$ cat config.mk
export PLATFORM = sky130hd
export DESIGN_NAME = int_dispatch
export DESIGN_NICKNAME = d
export VERILOG_FILES = /design/src/rtl/int_dispatch.sv
export SDC_FILE = /design/constraint.sdc
export NUM_CORES = 1
export LEC_CHECK = 0
export CORE_MARGIN = 2
export CORE_UTILIZATION = 25
export CTS_BUF_LIST = sky130_fd_sc_hd__clkbuf_8
export DETAILED_ROUTE_END_ITERATION = 16
export GPL_ROUTABILITY_DRIVEN = 0
export HOLD_SLACK_MARGIN = 0.03
export PLACE_DENSITY_LB_ADDON = 0.05
export SYNTH_ARGS = -nofsm -noshare
export SYNTH_HDL_FRONTEND = slang
export SYNTH_SLANG_ARGS = --single-unit
export TNS_END_PERCENT = 50
$ cat constraint.sdc
create_clock -name clk4_2 -period 1.5 [get_ports clk4_2]
set_input_delay 0.3 -clock clk4_2 [delete_from_list [all_inputs] [get_ports clk4_2]]
set_output_delay 0.3 -clock clk4_2 [all_outputs]
set_load 0.03 [all_outputs]
$ cat src/rtl/int_dispatch.sv
// rtl/int_dispatch.sv - interrupt arbiter and dispatcher with IME/EI handling
module int_dispatch #(
    parameter int          NUM_IRQ    = 5,
    parameter logic [15:0] VEC_BASE   = 16'h0040,
    parameter logic [15:0] VEC_STRIDE = 16'h0008
) (
    input  logic               clk4_2,
    input  logic               reset_n,
    input  logic [NUM_IRQ-1:0] irq_req,
    input  logic [NUM_IRQ-1:0] irq_en,
    input  logic               ime_set,
    input  logic               ime_set_now,
    input  logic               ime_reset,
    input  logic               instr_boundary,
    input  logic               dispatch_ack,
    output logic               IME,
    output logic               dispatch_req,
    output logic [15:0]        vector,
    output logic [NUM_IRQ-1:0] irq_clear,
    output logic               wake
);

    typedef enum logic [1:0] {
        IDLE    = 2'd0,
        PENDING = 2'd1,
        CLEAR   = 2'd2
    } state_t;

    state_t             state_q, state_d;
    logic [2:0]         idx_q, idx_d;
    logic               ime_q, ime_d;
    logic               ei_q, ei_d;
    logic               wake_q;
    logic               ack_taken;
    logic [NUM_IRQ-1:0] active;
    logic [2:0]         lowest;
    logic [15:0]        offset;

    assign active = irq_req & irq_en;
    assign offset = {13'b0, idx_q} * VEC_STRIDE;
    assign IME    = ime_q;
    assign wake   = wake_q;

    // Lowest-index active channel wins; scanning downward lets low bits overwrite.
    always_comb begin
        lowest = 3'd0;
        for (int i = NUM_IRQ - 1; i >= 0; i--) begin
            if (active[i]) begin
                lowest = 3'(i);
            end
        end
    end

    // Dispatch FSM next-state and outputs; the latched channel is frozen until CLEAR.
    always_comb begin
        state_d      = state_q;
        idx_d        = idx_q;
        dispatch_req = 1'b0;
        vector       = 16'h0000;
        irq_clear    = '0;
        ack_taken    = 1'b0;
        case (state_q)
            IDLE: begin
                if (instr_boundary && ime_q && (|active)) begin
                    state_d = PENDING;
                    idx_d   = lowest;
                end
            end
            PENDING: begin
                dispatch_req = 1'b1;
                vector       = VEC_BASE + offset;
                if (dispatch_ack) begin
                    state_d   = CLEAR;
                    ack_taken = 1'b1;
                end
            end
            CLEAR: begin
                for (int i = 0; i < NUM_IRQ; i++) begin
                    irq_clear[i] = (idx_q == 3'(i));
                end
                state_d = IDLE;
            end
            default: begin
                state_d = IDLE;
            end
        endcase
    end

    // IME / delayed-EI next state: dispatch entry clears everything, then DI > RETI > EI.
    always_comb begin
        ime_d = ime_q;
        ei_d  = ei_q;
        if (ei_q && instr_boundary) begin
            ime_d = 1'b1;
            ei_d  = 1'b0;
        end
        if (ime_set) begin
            ei_d = 1'b1;
        end
        if (ime_set_now) begin
            ime_d = 1'b1;
            ei_d  = 1'b0;
        end
        if (ime_reset) begin
            ime_d = 1'b0;
            ei_d  = 1'b0;
        end
        if (ack_taken) begin
            ime_d = 1'b0;
            ei_d  = 1'b0;
        end
    end

    // State registers; reset aborts any dispatch in flight without a clear pulse.
    always_ff @(posedge clk4_2 or negedge reset_n) begin
        if (!reset_n) begin
            state_q <= IDLE;
            idx_q   <= 3'd0;
            ime_q   <= 1'b0;
            ei_q    <= 1'b0;
            wake_q  <= 1'b0;
        end else begin
            state_q <= state_d;
            idx_q   <= idx_d;
            ime_q   <= ime_d;
            ei_q    <= ei_d;
            wake_q  <= |active;
        end
    end

endmodule

* After elaboration in Yosys (flattened, before gate mapping)
Index checks and enable logic that the tools add are counted.
Storage, ports and cells: register bits after elaboration 8, latch bits 0, RAM bits 0, memory bits (read-only) 0, bits of input ports 17, output and inout port bits 24, logic and storage cells 47, memories 0
Cells by class: add/sub/neg operators 1, multiply operators 0, divide/modulo/power cells 0, order comparisons 0, equality and inequality tests 8, shifts and indexed selects 0, mux-type cells 22, bitwise operators 1, reduce and logical (&&, ||, !) cells 10
Operators with widths (number):
- 3-bit 2-to-1 mux | 5
- 1-bit 2-to-1 mux | 12
- 7-bit by 6-bit adder with 8-bit output, first input constant | 1
- 8-bit 2-to-1 mux | 1
- 3-bit by 2-bit equality test with 1-bit output, second input constant | 2
- 5-bit bitwise AND | 1
- 5-bit 2-to-1 mux | 1
- 5-bit nonzero test | 1
- 5-bit OR reduction | 1
- 2-bit 2-to-1 mux | 2
- 2-bit inequality test, second input constant | 2
- 2-bit one-hot mux with 2 select lines | 1
- 2-bit AND reduction | 2
- 4-bit nonzero test | 1
- 3-bit by 1-bit equality test with 1-bit output, second input constant | 1
- 3-bit equality test, second input constant | 1
- 1-bit logical AND | 3
- 3-bit logical NOT | 1
- 2-bit by 1-bit equality test with 1-bit output, second input constant | 1
- 2-bit equality test, second input constant | 1
- 2-bit logical NOT | 1

* Logic depth before layout (Yosys ltp)
depth in word-level cells 6, depth in mapped cells 3, depth with buffers taken out 3

* Worst setup path after synthesis
Ideal clock, no wire load.
path kind reg-to-output, start register state_q[0], end output port irq_clear[0], arrival 1446 ps, data required time 1200 ps, slack -246 ps, cell stages (with the launch flop) 3, path buffers 0, cell sequence dfrtp_1 or3b_1 nor3_1
On the way: cells in the longest elaborated chain, start to end 2
Ends and longest elaborated chain:
- from (decl) | line 29 | state_t state_q, state_d;
- from (signal assigned) | line 123 | state_q <= state_d;
- 2-bit equality test | line 62 | case (state_q)
- 5-bit 2-to-1 mux | line 62
- to (decl) | line 19 | output logic [NUM_IRQ-1:0] irq_clear,
No other way between the ends.

* Final worst setup path
start register state_q[0], end output port irq_clear[1]
Same word-level chain as after synthesis.

==> results.txt <==
Synth top cells by count: 13 x buf_4, 8 x dfrtp_1, 5 x and2_1, 5 x nand2_1, 3 x nor2_1
combinational share of power: 35.9%
outcome: finished, violations left
worst vdd ir: 415 uV
Syn Inst Count: 60
area occupied by multi-input gates: 302 sq um
worst reg-to-reg setup slack: 0.26 ns
fmax: 0.605 GHz
# hold bufs at CTS: 0
Final setup viols: 4
fin crit share: 110%
Clock Power Share: 29.8%
design area: 898 sq um
Num CTS Buffers: 3
Reg power frac: 34.3%
drt pass-1 iters: 2
setup ws final: -0.153 ns
synth warn: 0
sw power: 298 uW
pwr dens: 972 nW/um^2
first-pass GRT wire length: 2010 um
die area: 2570 sq um
Worst-path clk slew: 0.04 ns
# diodes: 0
CP Data Required Time: 1.20 ns
R2R depth: 4
Leakage: 0.000420 uW
Yosys reg bits: 8
Mean Syn Cell Area: 9.09 sq um
antenna violations before repair: 0
WHS: 0.361 ns
asr flop ratio synth: 100%
number of flops mapped to enable cells by yosys: 0
Sw Ratio: 34.2%
H-tree depth: 1
RSZ-0062 raised after global routing: true
die span in y: 50.7 um
max cap viols: 0
Clock Sinks: 8
Detailed Route WL: 1290 um
Syn Std Cell Area: 546 sq um
overall routing resource usage: 10.8%
share of cells above drive strength 1: 28.4%
Post-DP HPWL: 1090 um
vias in the first global route: 462
sequential area share after synthesis: 36.7%
deepest clock path buffer count: 2
clk_lat worst skew: 0.23 ns
dpl ws: -0.0684 ns
post-route ant nets: 0
# IOs: 41
DRC: 0
largest net degree at the start of global routing: 9
CTS tree: yes
largest cells by area after synthesis: dfrtp_1 37%, buf_4 18%, and2_1 5.7%
critical path cell sequence: or3b_4 > nor3b_2 > buf_4
Core Util, Final: 44.9%
post-synth top area share: 36.7%
Netlist cell types: 25
initial cell density of the core: 27.2%
endpoint class of the critical path: primary output
worst r2r src: state_q[1]$_DFFE_PN0P_
ys flop type: dfrtp_1
CP Launch Type: flip-flop
Max FO, Critical Path: 2
failing checks: setup timing
Post-DP Area: 828 sq um
critical path type: flip-flop to primary output
vias per cell: 4.25
most common cell in the synthesized netlist: buf_4
path type of the worst min-delay path: primary input to asynchronous set/reset pin
Critical Path Max Stage Delay: 0.41 ns
post-CTS setup buffer count: 0
reg-to-reg endpoint: idx_q[1]$_DFFE_PN0P_
routed len/inst: 10.6 um
die width: 50.7 um
Final Slew Violations: 0
P_int: 575 uW
GR Overflow Total: 0
Filler Cell Count: 215
Worst Clk Skew: 0.00219 ns
Via Count: 519
CP arrival: 1.35 ns
Core Rows: 16
nets@finish: 114
Max stage delay cell, worst path: or3b_4
Final Hold Fails: 0
largest area contributor in the netlist: dfrtp_1
Area Growth Syn to Fin: 64.7%
IO buf count: 28
Root Buffer Master: clkbuf_8
Core Box Area: 2000 sq um
number of DRC markers in iteration 0: 2
Tmin final: 1.65 ns
sequential cell area: 201 sq um
-- worst max-delay path by stage --
stage / start / endpoint / cells past startpoint
2_1_floorplan: state_q[0]$_DFFE_PN0P_ / irq_clear[1] / 2
6_report: state_q[0]$_DFFE_PN0P_ / irq_clear[1] / 3
4_1_cts: state_q[0]$_DFFE_PN0P_ / irq_clear[1] / 3
3_3_place_gp: irq_req[1] / state_q[0]$_DFFE_PN0P_ / 4
5_1_grt: state_q[0]$_DFFE_PN0P_ / irq_clear[1] / 3
3_5_place_dp: irq_req[1] / state_q[0]$_DFFE_PN0P_ / 4
-- layout by cell type (no fill, tap or decap), drive strengths merged --
cell / n
o2bb2ai: 2
conb: 12
a32oi: 1
and4bb: 1
or3b: 1
nor2b: 1
and2: 5
and3: 1
o21a: 1
nor3b: 2
buf: 16
dlygate4sd2: 2
o31ai: 1
nand2: 5
o21ai: 2
or3: 1
and4b: 1
clkdlybuf4s50: 16
a22o: 2
nor3: 2
nor4: 1
a211oi: 1
nor2: 3
clkbuf: 3
inv: 2
dfrtp: 8
a21oi: 2
-- registers in the layout (all words and copies together) (netlist names) --
register  cells
idx_q         3
ei_q          1
IME           1
wake          1
state_q       2
-- repair_timing --
item	CTS	global route
setup endpoints to repair	9	8
gates cloned	0	0
pin swaps	2	2
resized for setup	9	2
-- metrics by stage --
step / instances / TNS (ns) / total power (uW)
after floorplan: 71 / -0.0663 / 489
after global placement: 119 / -0.0241 / 602
after detailed placement: 119 / -0.0809 / 602
after CTS: 122 / -0.504 / 876
after global routing: 122 / -0.839 / 920
final: 122 / -0.383 / 873
-- routing by layer --
| layer | track usage, % | vias to the layer above | part of all wire (%) |
|---|---|---|---|
| li1 | - | 260 | - |
| met1 | 13.2 | 229 | 45 |
| met2 | 16.2 | 26 | 46 |
| met3 | 0.893 | 4 | 6.0 |
| met4 | 10.8 | 0 | 3.3 |
| met5 | 0 | - | 0 |
-- logic make-up (layout without fill, tap and decap cells) --
family	Yosys count	after routing	synth area share, %
AOI/OAI and AO/OA	12	12	15.8
other	1	12	0.687
buffers and inverters	15	39	19.3
DFF	8	8	36.7
and+or+nand+nor	24	24	27.5
-- power groups by stage --
| stage | registers, uW | clock network, uW | logic, uW |
|---|---|---|---|
| 4_1_cts | 298 | 264 | 313 |
| 5_1_grt | 306 | 277 | 337 |
| 3_5_place_dp | 300 | 0 | 302 |
| 6_report | 300 | 260 | 313 |
| 3_3_place_gp | 300 | 0 | 303 |
| 2_1_floorplan | 304 | 0 | 185 |
-- worst max-delay path, delay by kind of cell, from the launching register on --
family	cells	cell delay, ns
DFF	1	0.37
and+or+nand+nor	2	0.57
buffers and inverters	1	0.18
-- final cells by class --
class,instances,share of cell area (%)
Sequential cell,8,22.4
Clock buffer,3,4.60
Tap cell,27,3.76
Timing Repair Buffer,34,34.8
Multi-Input combinational cell,48,33.6
Inverter,2,0.836
No activity file was read; power rests on OpenSTA's default activity.
